### src/rtl/led_pkg.sv
// Shared definitions for the multi-channel LED pattern generator.
package led_pkg;

    localparam logic [1:0] MODE_OFF   = 2'd0;
    localparam logic [1:0] MODE_ON    = 2'd1;
    localparam logic [1:0] MODE_BLINK = 2'd2;
    localparam logic [1:0] MODE_PWM   = 2'd3;

    typedef logic [1:0] mode_t;

    // Clocks per blink timebase tick.
    function automatic int unsigned calc_tick_div(input int unsigned clock_hz,
                                                  input int unsigned tick_hz);
        return clock_hz / tick_hz;
    endfunction

    // Prescaler counter width able to hold 0..tick_div-1.
    function automatic int unsigned calc_presc_w(input int unsigned tick_div);
        return (tick_div > 1) ? $clog2(tick_div) : 1;
    endfunction

endpackage

### src/rtl/led_pattern_gen_channel.sv
// One LED channel: holds its mode/value and produces a registered LED level.
module led_channel
    import led_pkg::*;
#(
    parameter int unsigned PERIOD_W = 16,
    parameter int unsigned DUTY_W   = 8
) (
    input  logic                clock,
    input  logic                reset,
    input  logic                tick,
    input  logic [DUTY_W-1:0]   pwm_cnt,
    input  logic                we,
    input  mode_t               cfg_mode,
    input  logic [PERIOD_W-1:0] cfg_value,
    output logic                led
);

    mode_t               mode;
    logic [PERIOD_W-1:0] value;
    logic [PERIOD_W-1:0] half_cnt;
    logic [PERIOD_W-1:0] half_last;

    // A half-period of zero behaves as one tick.
    assign half_last = (value == '0) ? '0 : value - PERIOD_W'(1);

    // A write takes priority over a coincident tick and restarts blink phase.
    always_ff @(posedge clock or posedge reset) begin
        if (reset) begin
            mode     <= MODE_OFF;
            value    <= '0;
            half_cnt <= '0;
            led      <= 1'b0;
        end else if (we) begin
            mode     <= cfg_mode;
            value    <= cfg_value;
            half_cnt <= '0;
            led      <= (cfg_mode == MODE_ON) || (cfg_mode == MODE_BLINK);
        end else begin
            case (mode)
                MODE_ON:    led <= 1'b1;
                MODE_BLINK: begin
                    if (tick) begin
                        if (half_cnt == half_last) begin
                            half_cnt <= '0;
                            led      <= ~led;
                        end else begin
                            half_cnt <= half_cnt + PERIOD_W'(1);
                        end
                    end
                end
                MODE_PWM:   led <= (pwm_cnt < value[DUTY_W-1:0]);
                default:    led <= 1'b0;
            endcase
        end
    end

endmodule

### src/rtl/led_pattern_gen.sv
// Multi-channel LED driver: shared tick prescaler and PWM counter feeding per-channel pattern logic.
module led_pattern_gen
    import led_pkg::*;
#(
    parameter  int unsigned CLOCK_HZ = 27_000_000,
    parameter  int unsigned TICK_HZ  = 1_000,
    parameter  int unsigned CHANNELS = 4,
    parameter  int unsigned PERIOD_W = 16,
    parameter  int unsigned DUTY_W   = 8,
    localparam int unsigned CH_W     = (CHANNELS > 1) ? $clog2(CHANNELS) : 1
) (
    input  logic                clock,
    input  logic                reset,
    input  logic                cfg_we,
    input  logic [CH_W-1:0]     cfg_ch,
    input  logic [1:0]          cfg_mode,
    input  logic [PERIOD_W-1:0] cfg_value,
    output logic [CHANNELS-1:0] led,
    output logic                tick
);

    localparam int unsigned TICK_DIV = calc_tick_div(CLOCK_HZ, TICK_HZ);
    localparam int unsigned PRESC_W  = calc_presc_w(TICK_DIV);

    logic [PRESC_W-1:0] presc;
    logic [DUTY_W-1:0]  pwm_cnt;

    // Timebase prescaler (tick registered one cycle after terminal count) and free-running PWM counter.
    always_ff @(posedge clock or posedge reset) begin
        if (reset) begin
            presc   <= '0;
            tick    <= 1'b0;
            pwm_cnt <= '0;
        end else begin
            pwm_cnt <= pwm_cnt + DUTY_W'(1);
            if (presc == PRESC_W'(TICK_DIV - 1)) begin
                presc <= '0;
                tick  <= 1'b1;
            end else begin
                presc <= presc + PRESC_W'(1);
                tick  <= 1'b0;
            end
        end
    end

    // Out-of-range channel indices match no instance, so those writes vanish.
    for (genvar i = 0; i < CHANNELS; i++) begin : g_ch
        logic we;
        assign we = cfg_we && (cfg_ch == CH_W'(i));

        led_channel #(
            .PERIOD_W (PERIOD_W),
            .DUTY_W   (DUTY_W)
        ) u_ch (
            .clock     (clock),
            .reset     (reset),
            .tick      (tick),
            .pwm_cnt   (pwm_cnt),
            .we        (we),
            .cfg_mode  (cfg_mode),
            .cfg_value (cfg_value),
            .led       (led[i])
        );
    end

endmodule

### config.mk
export PLATFORM = sky130hd
export DESIGN_NAME = led_pattern_gen
export DESIGN_NICKNAME = d
export VERILOG_FILES = /design/src/rtl/led_pkg.sv /design/src/rtl/led_pattern_gen_channel.sv /design/src/rtl/led_pattern_gen.sv
export SDC_FILE = /design/constraint.sdc
export NUM_CORES = 1
export LEC_CHECK = 0
export BUFFER_PORTS_ARGS = -buffer_cell sky130_fd_sc_hd__buf_2
export CORE_MARGIN = 2
export CORE_UTILIZATION = 42
export CTS_BUF_LIST = sky130_fd_sc_hd__clkbuf_4 sky130_fd_sc_hd__clkbuf_8 sky130_fd_sc_hd__clkbuf_16
export DETAILED_ROUTE_END_ITERATION = 10
export PLACE_DENSITY = 0.65
export SYNTH_ARGS = -nofsm -noshare
export SYNTH_HDL_FRONTEND = slang
export SYNTH_SLANG_ARGS = --single-unit
### constraint.sdc
create_clock -name clock -period 5.9 [get_ports clock]
set_clock_uncertainty 0.05 [all_clocks]
set_input_delay 0.295 -clock clock [delete_from_list [all_inputs] [get_ports clock]]
set_output_delay 0.295 -clock clock [all_outputs]
set_load 0.01 [all_outputs]
---- Word-level counts from Yosys, hierarchy flattened ----
Cells that the tools add are included.
word-level totals
  logic and storage cells ................. 131
  bits of input ports ..................... 23
  register bits ........................... 164
  output and inout port bits .............. 5
operators by class
  eq/ne operators ......................... 30
  $lt $le $gt $ge ......................... 4
  muxes and demuxes ....................... 38
  bitwise logic cells ..................... 4
  reductions and logical operators ........ 26
  add/subtract/negate cells ............... 10
operator list
  cell                   number
  $mux 16                20
  $add 16x1->16 const B  4
  $eq 16x16->1           4
  $logic_not 16->1       4
  $sub 16x1->16 const B  4
  $lt 8x8->1             4
  $eq 2x2->1 const B     11
  $reduce_and 2->1       8
  $reduce_bool 2->1      8
  $add 15x1->15 const B  1
  $eq 15x15->1 const B   1
  $mux 15                1
  $mux 1                 13
  $eq 2x1->1 const B     6
  $ne 3x1->1 const B     4
  $ne 3x2->1 const B     4
  $pmux 1 s3             4
  $add 8x1->8 const B    1
  $logic_and 1x1->1      4
  $not 1->1              4
  $logic_not 2->1        1
  $logic_or 1x1->1       1

---- Depth between registers and ports, before layout ----
Gate-level depths: netlist of the first run.
  depth after elaboration ................. 7
  mapped depth ............................ 15
  mapped depth without buffers ............ 11

---- Modules after synthesis ----
A second synthesis of the first run with hierarchy kept.
second synthesis, totals
  cell total of the unflattened synthesis .. 1264
  area total of the unflattened synthesis .. 11469.8 um^2
by module, submodules not included
  module           times used  area an instance (um^2)  sequential area each (um^2)  cells an instance
  led_channel      4           2603.7                   875.8                        292
  led_pattern_gen  1           1054.8                   600.6                        96

---- Worst setup path after synthesis of the first run ----
Ideal clock, no wire load.
  path kind ............................... flip-flop to flip-flop
  start ................................... reg g_ch[1].u_ch.value[0]
  end ..................................... reg g_ch[1].u_ch.half_cnt[13]
  setup slack ............................. 2105 ps
  arrival time ............................ 3621 ps
  buffers on the path ..................... 4
  cell stages (with the launch flop) ...... 16
  clock period less this slack ............ 3795 ps
  setup time .............................. 124 ps
  required time ........................... 5726 ps
  cells stage by stage .................... dfrtp_1 -> clkbuf_1 -> inv_1 -> ha_1 -> or3b_2 -> clkbuf_1 -> or4_1 -> clkbuf_1 -> or3_1 -> a21boi_0 -> o2111a_1 -> o2111ai_1 -> o21ai_1 -> clkbuf_1 -> nor2_1 -> a211o_1
between the ends
  word-level cells in the longest chain between the ends .. 7
  elaborated cells between the ends (all ways) .. 8
  those cells by class .................... 1 x add/sub; 1 x eq/ne; 5 x mux; 1 x reduce/logical
ends and longest elaborated chain
  what                                               line                           source
  from (decl)                                        led_pattern_gen_channel.sv:19  logic [PERIOD_W-1:0] value;
  from (signal assigned)                             led_pattern_gen_channel.sv:35  value <= cfg_value;
  $sub 16x1->16 or $logic_not 16->1 (tied branches)  led_pattern_gen_channel.sv:24  assign half_last = (value == '0) ? '0 : value - PERIOD_W'(1);
  $mux 16 (*)                                        led_pattern_gen_channel.sv:24
  $eq 16x16->1 (*)                                   led_pattern_gen_channel.sv:43  if (half_cnt == half_last) begin
  $mux 16 (*)                                        led_pattern_gen_channel.sv:43
  $mux 16 (*)                                        led_pattern_gen_channel.sv:42  if (tick) begin
  $mux 16 (*)                                        led_pattern_gen_channel.sv:39  case (mode)
  $mux 16 (*)                                        led_pattern_gen_channel.sv:33  end else if (we) begin
  to (signal assigned)                               led_pattern_gen_channel.sv:47  half_cnt <= half_cnt + PERIOD_W'(1);
  to (decl)                                          led_pattern_gen_channel.sv:20  logic [PERIOD_W-1:0] half_cnt;
Every way passes the cells marked *; elsewhere a longest branch is shown, timed or not. The select of a mux whose other input is x is not followed.
A chain may end at the register's enable or synchronous reset.

---- Final worst setup path of the first run ----
  start ................................... reg g_ch[2].u_ch.value[0]
  end ..................................... reg g_ch[2].u_ch.half_cnt[15]
between the ends
  word-level cells in the longest chain between the ends .. 7
  elaborated cells between the ends (all ways) .. 8
  those cells by class .................... 1 x add/sub; 1 x eq/ne; 5 x mux; 1 x reduce/logical
ends and longest elaborated chain
  what                                               line
  from (decl)                                        led_pattern_gen_channel.sv:19
  from (signal assigned)                             led_pattern_gen_channel.sv:35
  $sub 16x1->16 or $logic_not 16->1 (tied branches)  led_pattern_gen_channel.sv:24
  $mux 16 (*)                                        led_pattern_gen_channel.sv:24
  $eq 16x16->1 (*)                                   led_pattern_gen_channel.sv:43
  $mux 16 (*)                                        led_pattern_gen_channel.sv:43
  $mux 16 (*)                                        led_pattern_gen_channel.sv:42
  $mux 16 (*)                                        led_pattern_gen_channel.sv:39
  $mux 16 (*)                                        led_pattern_gen_channel.sv:33
  to (signal assigned)                               led_pattern_gen_channel.sv:47
  to (decl)                                          led_pattern_gen_channel.sv:20
Marked as above.

==> metrics.cfg, run 1 <==
[drt]
drc_errors=4
drtIter0Drc=899
post_drt_wl_per_cell_um=17.9
wl_mm=28.6
ant_nets=0
dr.pass1.iters=8
dr_total_vias=9606
via_per_inst=6.02

[die]
coreArea_mm2=0.0261
design.portCount=28
fp-row-count=59
initial_utilization_pct=42.8
die_h_um=167
fp.dieArea_mm2=0.0280
fp.dieW_um=167

[placed_design]
place_area_mm2=0.0115
pre_cts_ws_ns=1.76
place_congestion=0.846
numPortBuffers=27
hpwl_mm=20.0
dp_cells=1565

[yosys]
yosys-top-cells-count=164 x dfrtp_1, 103 x nand2_1, 73 x o21ai_0
syn_inst=1267
synth_nets=1328
synth_most_common_cell=dfrtp_1
yosysSeqAreaShare_pct=36.7
synth_top_cell_area_share_pct=36.7
yosys_register_bits=164
synth.largest_area_cell=dfrtp_1
synth_area_mm2=0.0112
synth.distinct_cells=77
yosysWarnings=0
synthFlopType=dfrtp_1
synth.area.top_cells=dfrtp_1 37%, mux2_2 6.5%, ha_1 4.2%
synth_edf_count=0
synthArstFlopShare_pct=100
synth.avg_cell_area_um2=8.83

[finish]
area_growth_pct=8.31
fill_cells=2571
antenna_cells=0
ff_latch_area_mm2=0.00410
fin_cells=1597
multiInputGateArea_mm2=0.00654
drive_gt1_share_pct=12.5
final_cell_area_mm2=0.0121
finish.utilization_pct=46.4
nets=1310

[sta]
timing.fmax_mhz=240
tightest_slew_ns=1.27
rsz0062_at_grt=no
fin_crit_sh_pct=70.7
min_period_ns=4.17
setup_viol=0
slew_headroom_pct=14.9
finalSetupTns_ns=0
hold_slack_ns=0.0113
hold_viol=0
worst_slack_ns=1.73
finalMaxSlewViolations=0

[outcome]
outcome=complete, but fails checks
violations=design-rule violations

[clock_network]
clkLatencyLatePin_ns=0.44
clkSlewWorstSetupHoldPaths_ns=0.07
htree_levels=4
cts_tree=done
ctsRootBufferMaster=clkbuf_16
clkSinkCount=164
ctsHoldBuffers=0
cts_setup_buffers=0
cts_made_buffers=17
cts_resized=0
cts_buffer_depth=2

[power]
leakage_nw=4.96
ir_drop_uv=153
finalPower_mw=3.21
cellPowerDensity_mw_per_mm2=265

[setup_path]
start_kind=register
crit_fanout=25
cp.arrival_ns=4.45
crit_required_ns=6.18
endpoint_kind=register
path_class=register to register

[global_route]
track_usage_pct=21.0
first_global_vias=8995
overflow=0
grt_pass1_wl_mm=47.4
antenna_found_initial=0
grt_max_degree=103

[job]
cap_violations=0

[min_path]
hold_path.class=input port to async pin

-- final timing paths --
check                                                        end                              start  slack (ns)  cells after the start
setup / recovery           g_ch[2].u_ch.half_cnt[15]$_DFFE_PP0P_  g_ch[2].u_ch.value[0]$_DFFE_PP0P_        1.73                     11
hold / removal             g_ch[0].u_ch.half_cnt[12]$_DFFE_PP0P_                              reset        0.01                      2
setup reg to reg           g_ch[2].u_ch.half_cnt[15]$_DFFE_PP0P_  g_ch[2].u_ch.value[0]$_DFFE_PP0P_        1.73                     11
hold reg to reg                              presc[12]$_DFF_PP0_                presc[12]$_DFF_PP0_        0.46                      1
max in group asynchronous     g_ch[1].u_ch.value[11]$_DFFE_PP0P_                              reset        4.40                      3
min in group clock             g_ch[0].u_ch.value[0]$_DFFE_PP0P_                       cfg_value[0]        0.14                      3
-- power breakdown --
part,internal [mW],total (mW),switching [mW]
clock,0.644,1.14,0.491
sequential,1.23,1.39,0.161
combinational,0.315,0.687,0.373
-- area by class of cell --
cell class              instances  area share (%)
clock buffers                  20            3.75
clock inverters                12            1.06
inverters                      65            2.05
multi-input cells             962            54.0
flip-flops and latches        164            33.9
well taps                     335            3.46
repair buffers                 39            1.86
-- layout by cell type, fill, tap and decap left out, drive strengths merged, types with 9 or more instances in the layout --
cell type	netlist	final
o21ai	74	74
buf	12	39
and3	26	26
clkbuf	64	20
nor3	55	55
inv	65	67
or4	26	26
xnor2	49	49
or3	19	19
dfrtp	164	164
a31oi	21	21
nor2b	19	19
mux2i	12	12
o21a	11	11
nor4	29	29
nor2	71	71
or2	9	9
xor2	22	22
a22o	10	10
ha	38	38
nand3	64	64
a21o	13	13
nand2	103	103
nand2b	11	11
mux2	65	65
a21oi	31	31
nand4	28	28
-- registers in the layout, summed over array words and instances (netlist names) --
signal	cells
g_ch.u_ch.half_cnt	64
g_ch.u_ch.led	4
g_ch.u_ch.mode	8
g_ch.u_ch.value	64
presc	15
pwm_cnt	8
tick	1
-- cells by family (layout without fill, tap and decap cells) --
logic type,Yosys count,after routing,share of synthesized area [%]
AND/OR/NAND/NOR,505,505,24.1
AO/OA/AOI/OAI,270,270,16.6
flip-flops,164,164,36.7
buffers and inverters,141,136,5.02
multiplexers,77,77,7.61
XOR/XNOR,72,72,5.76
adder cells (fa/ha/maj),38,38,4.25
-- routing by layer --
metal  track usage [%]  routed length [µm]
met5                 0                   0
met4              5.63                 517
met3              4.11                1680
met2              32.8               12800
met1              29.7               13600
-- critical path, cell delays in order (launching register included) --
cell	delay [ns]
dfrtp_1	0.43
inv_1	0.12
ha_1	0.20
or3b_2	0.53
or4_1	0.55
nor2_1	0.25
a211oi_1	0.09
a211o_1	0.28
or4_1	0.43
o31a_1	0.57
and3_1	0.30
a221o_1	0.25
Note: power is estimated with default switching activity, not from simulation.
==> inputs of run 2 (changes only) <==
--- a/config.mk
+++ b/config.mk
@@ -10,7 +10,7 @@
 export CORE_UTILIZATION = 42
 export CTS_BUF_LIST = sky130_fd_sc_hd__clkbuf_4 sky130_fd_sc_hd__clkbuf_8 sky130_fd_sc_hd__clkbuf_16
 export DETAILED_ROUTE_END_ITERATION = 10
-export PLACE_DENSITY = 0.65
+export PLACE_DENSITY = 0.67
 export SYNTH_ARGS = -nofsm -noshare
 export SYNTH_HDL_FRONTEND = slang
 export SYNTH_SLANG_ARGS = --single-unit
==> constraint.sdc (replaced) <==
create_clock -name clock -period 3.8 [get_ports clock]
set_clock_uncertainty 0.05 [all_clocks]
set_input_delay 0.19 -clock clock [delete_from_list [all_inputs] [get_ports clock]]
set_output_delay 0.19 -clock clock [all_outputs]
set_load 0.01 [all_outputs]
==> metrics.cfg, run 2 (same netlist as run 1, synthesis figures left out) <==
[setup_path]
cp.arrival_ns=3.95
crit_required_ns=4.06
start_kind=register
cp_num_buf_inv=2
cp_cell_sequence=inv_1 > ha_1 > or3b_4 > or4_4 > nor3_1 > a311oi_1 > o32a_1 > or4_4 > o31a_4 > buf_4 > mux2_2
cpPeakStageDelay_ns=0.59
crit_fanout=12
endpoint_kind=register
r2r_cells=11
path_class=register to register
path_delay_family=simple AND/OR/NAND/NOR gates
crit_top_cell=or4_4
crit_path_top_delay_cell=or4_4
worst-path-stages=11

[clock_network]
clkSinkCount=164
ctsRootBufferMaster=clkbuf_16
cts_made_buffers=17
cts_buffer_depth=2
clkLatencyLatePin_ns=0.43
clkSlewWorstSetupHoldPaths_ns=0.07
cts_tree=done
htree_levels=4

[die]
design.portCount=28
die_h_um=167
fp.dieArea_mm2=0.0280
fp.dieW_um=167
initial_utilization_pct=42.8
coreArea_mm2=0.0261
fp-row-count=59

[power]
internal-power_mw=3.49
p_comb_share_pct=23.9
ir_drop_uv=291
pwr-share-clk_pct=34.9
swShare_pct=32.0
p_sw_mw=1.64
cellPowerDensity_mw_per_mm2=408
leakage_nw=5.22
pwr-share-seq_pct=41.1

[sta]
finalSetupTns_ns=0
tightest_slew_ns=0.811
hold_viol=0
fin_crit_sh_pct=97.1
min_period_ns=3.69
finalMaxSlewViolations=0
timing.fmax_mhz=271
worst_slack_ns=0.110
slew_headroom_pct=45.4
setup_viol=0

[global_route]
grt_max_degree=66
overflow=0
grt_pass1_wl_mm=48.9
antenna_found_initial=1
first_global_vias=9426
track_usage_pct=21.5

[outcome]
outcome=complete, but fails checks
violations=design-rule violations

[finish]
final_common_cell=dfrtp_1
fill_cells=2470
reg_top3=g_ch.u_ch.half_cnt (64), g_ch.u_ch.value (64), presc (15)
area_growth_pct=12.3
antenna_cells=0
layout_common_cells=164 x dfrtp_1, 102 x nand2_1, 73 x o21ai_0
ff_latch_area_mm2=0.00410
multiInputGateArea_mm2=0.00660
nets=1356
finish.utilization_pct=48.1
drive_gt1_share_pct=16.4
fin_cells=1643

[drt]
ant_nets=0
drc_errors=2
wl_mm=29.5
via_per_inst=6.00
dr.pass1.iters=8
drtIter0Drc=984
dr_total_vias=9865
post_drt_wl_per_cell_um=18.0

[min_path]
hold_path.class=input port to register
min_delay_path_depth=3

[placed_design]
place_congestion=0.915
hpwl_mm=21.1
dp_cells=1607
pre_cts_ws_ns=-0.0162
numPortBuffers=27

[job]
cap_violations=0

==> run 2: cell count changes in the layout (fill, tap and decap cells not counted), moves of 2 or more <==
| cell | change |
|---|---|
| or4_4 | +3 |
| clkbuf_4 | -2 |
| buf_4 | +42 |
| nor3_1 | -3 |
| buf_12 | +2 |
| nor3_2 | +3 |
| clkinvlp_4 | -2 |
| clkinv_4 | +3 |
| or4_1 | -3 |
==> run 2: worst register-to-register path: cells and delay by family (launching register included) <==
| kind | cells | cell delay (ns) |
|---|---|---|
| compound gates | 3 | 0.71 |
| fa+ha+maj | 1 | 0.16 |
| buf+inv | 2 | 0.28 |
| flops | 1 | 0.41 |
| mux | 1 | 0.27 |
| simple gates | 4 | 1.71 |
==> run 2: final cells by class <==
cell class,instances,share of cell area [%]
Clock buffer,19,3.60
Clock inverter,13,1.17
Inverter,65,1.97
Multi-Input combinational cell,962,52.5
Sequential cell,164,32.7
Tap cell,335,3.33
Timing Repair Buffer,85,4.79
==> run 2: power groups by stage <==
stage	registers (mW)	clock network [mW]	logic, mW
global placement	2.13	0	1.16
finish	2.11	1.79	1.23
detailed placement	2.13	0	1.19
global route	2.14	1.90	1.36
floorplan	2.06	0	0.911
CTS	2.10	1.84	1.21
==> run 2: layer usage <==
metal / routed length (µm) / up-vias / part of all wire (%) / track usage [%]
met2: 13400 / 275 / 45 / 34.4
met1: 14200 / 4839 / 48 / 30.6
met3: 1600 / 29 / 5.4 / 3.40
met5: 0 / - / 0 / 0
met4: 320 / 0 / 1.1 / 4.80
li1: - / 4722 / - / -
==> run 2: final timing paths <==
path / start / endpoint / slack, ns
min in group asynchronous: reset / g_ch[3].u_ch.half_cnt[0]$_DFFE_PP0P_ / 0.34
min: cfg_mode[1] / g_ch[0].u_ch.mode[1]$_DFFE_PP0P_ / 0.05
max reg2reg: g_ch[2].u_ch.value[1]$_DFFE_PP0P_ / g_ch[2].u_ch.half_cnt[0]$_DFFE_PP0P_ / 0.11
min reg2reg: presc[12]$_DFF_PP0_ / presc[12]$_DFF_PP0_ / 0.44
max: g_ch[2].u_ch.value[1]$_DFFE_PP0P_ / g_ch[2].u_ch.half_cnt[0]$_DFFE_PP0P_ / 0.11
max in group asynchronous: reset / g_ch[0].u_ch.half_cnt[14]$_DFFE_PP0P_ / 2.35
==> run 2: timing repair <==
action | in CTS | in global routing
endpoints found under the setup margin | 5 | 29
pin swaps | 0 | 3
hold buffers | 1 | 0
resized for setup | 1 | 17
endpoints found under the hold margin | 23 | 0
gates cloned | 0 | 0
buffers inserted | 0 | 3
==> run 2: stage by stage <==
stage / cell area, µm² / hold WS [ns] / power, mW
after global placement: 11900 / 0.263 / 3.29
final: 12600 / 0.0495 / 5.13
after floorplan: 11200 / 0.257 / 2.97
after detailed placement: 11900 / 0.267 / 3.33
after CTS: 12500 / 0.0483 / 5.14
after global routing: 12600 / 0.0557 / 5.40
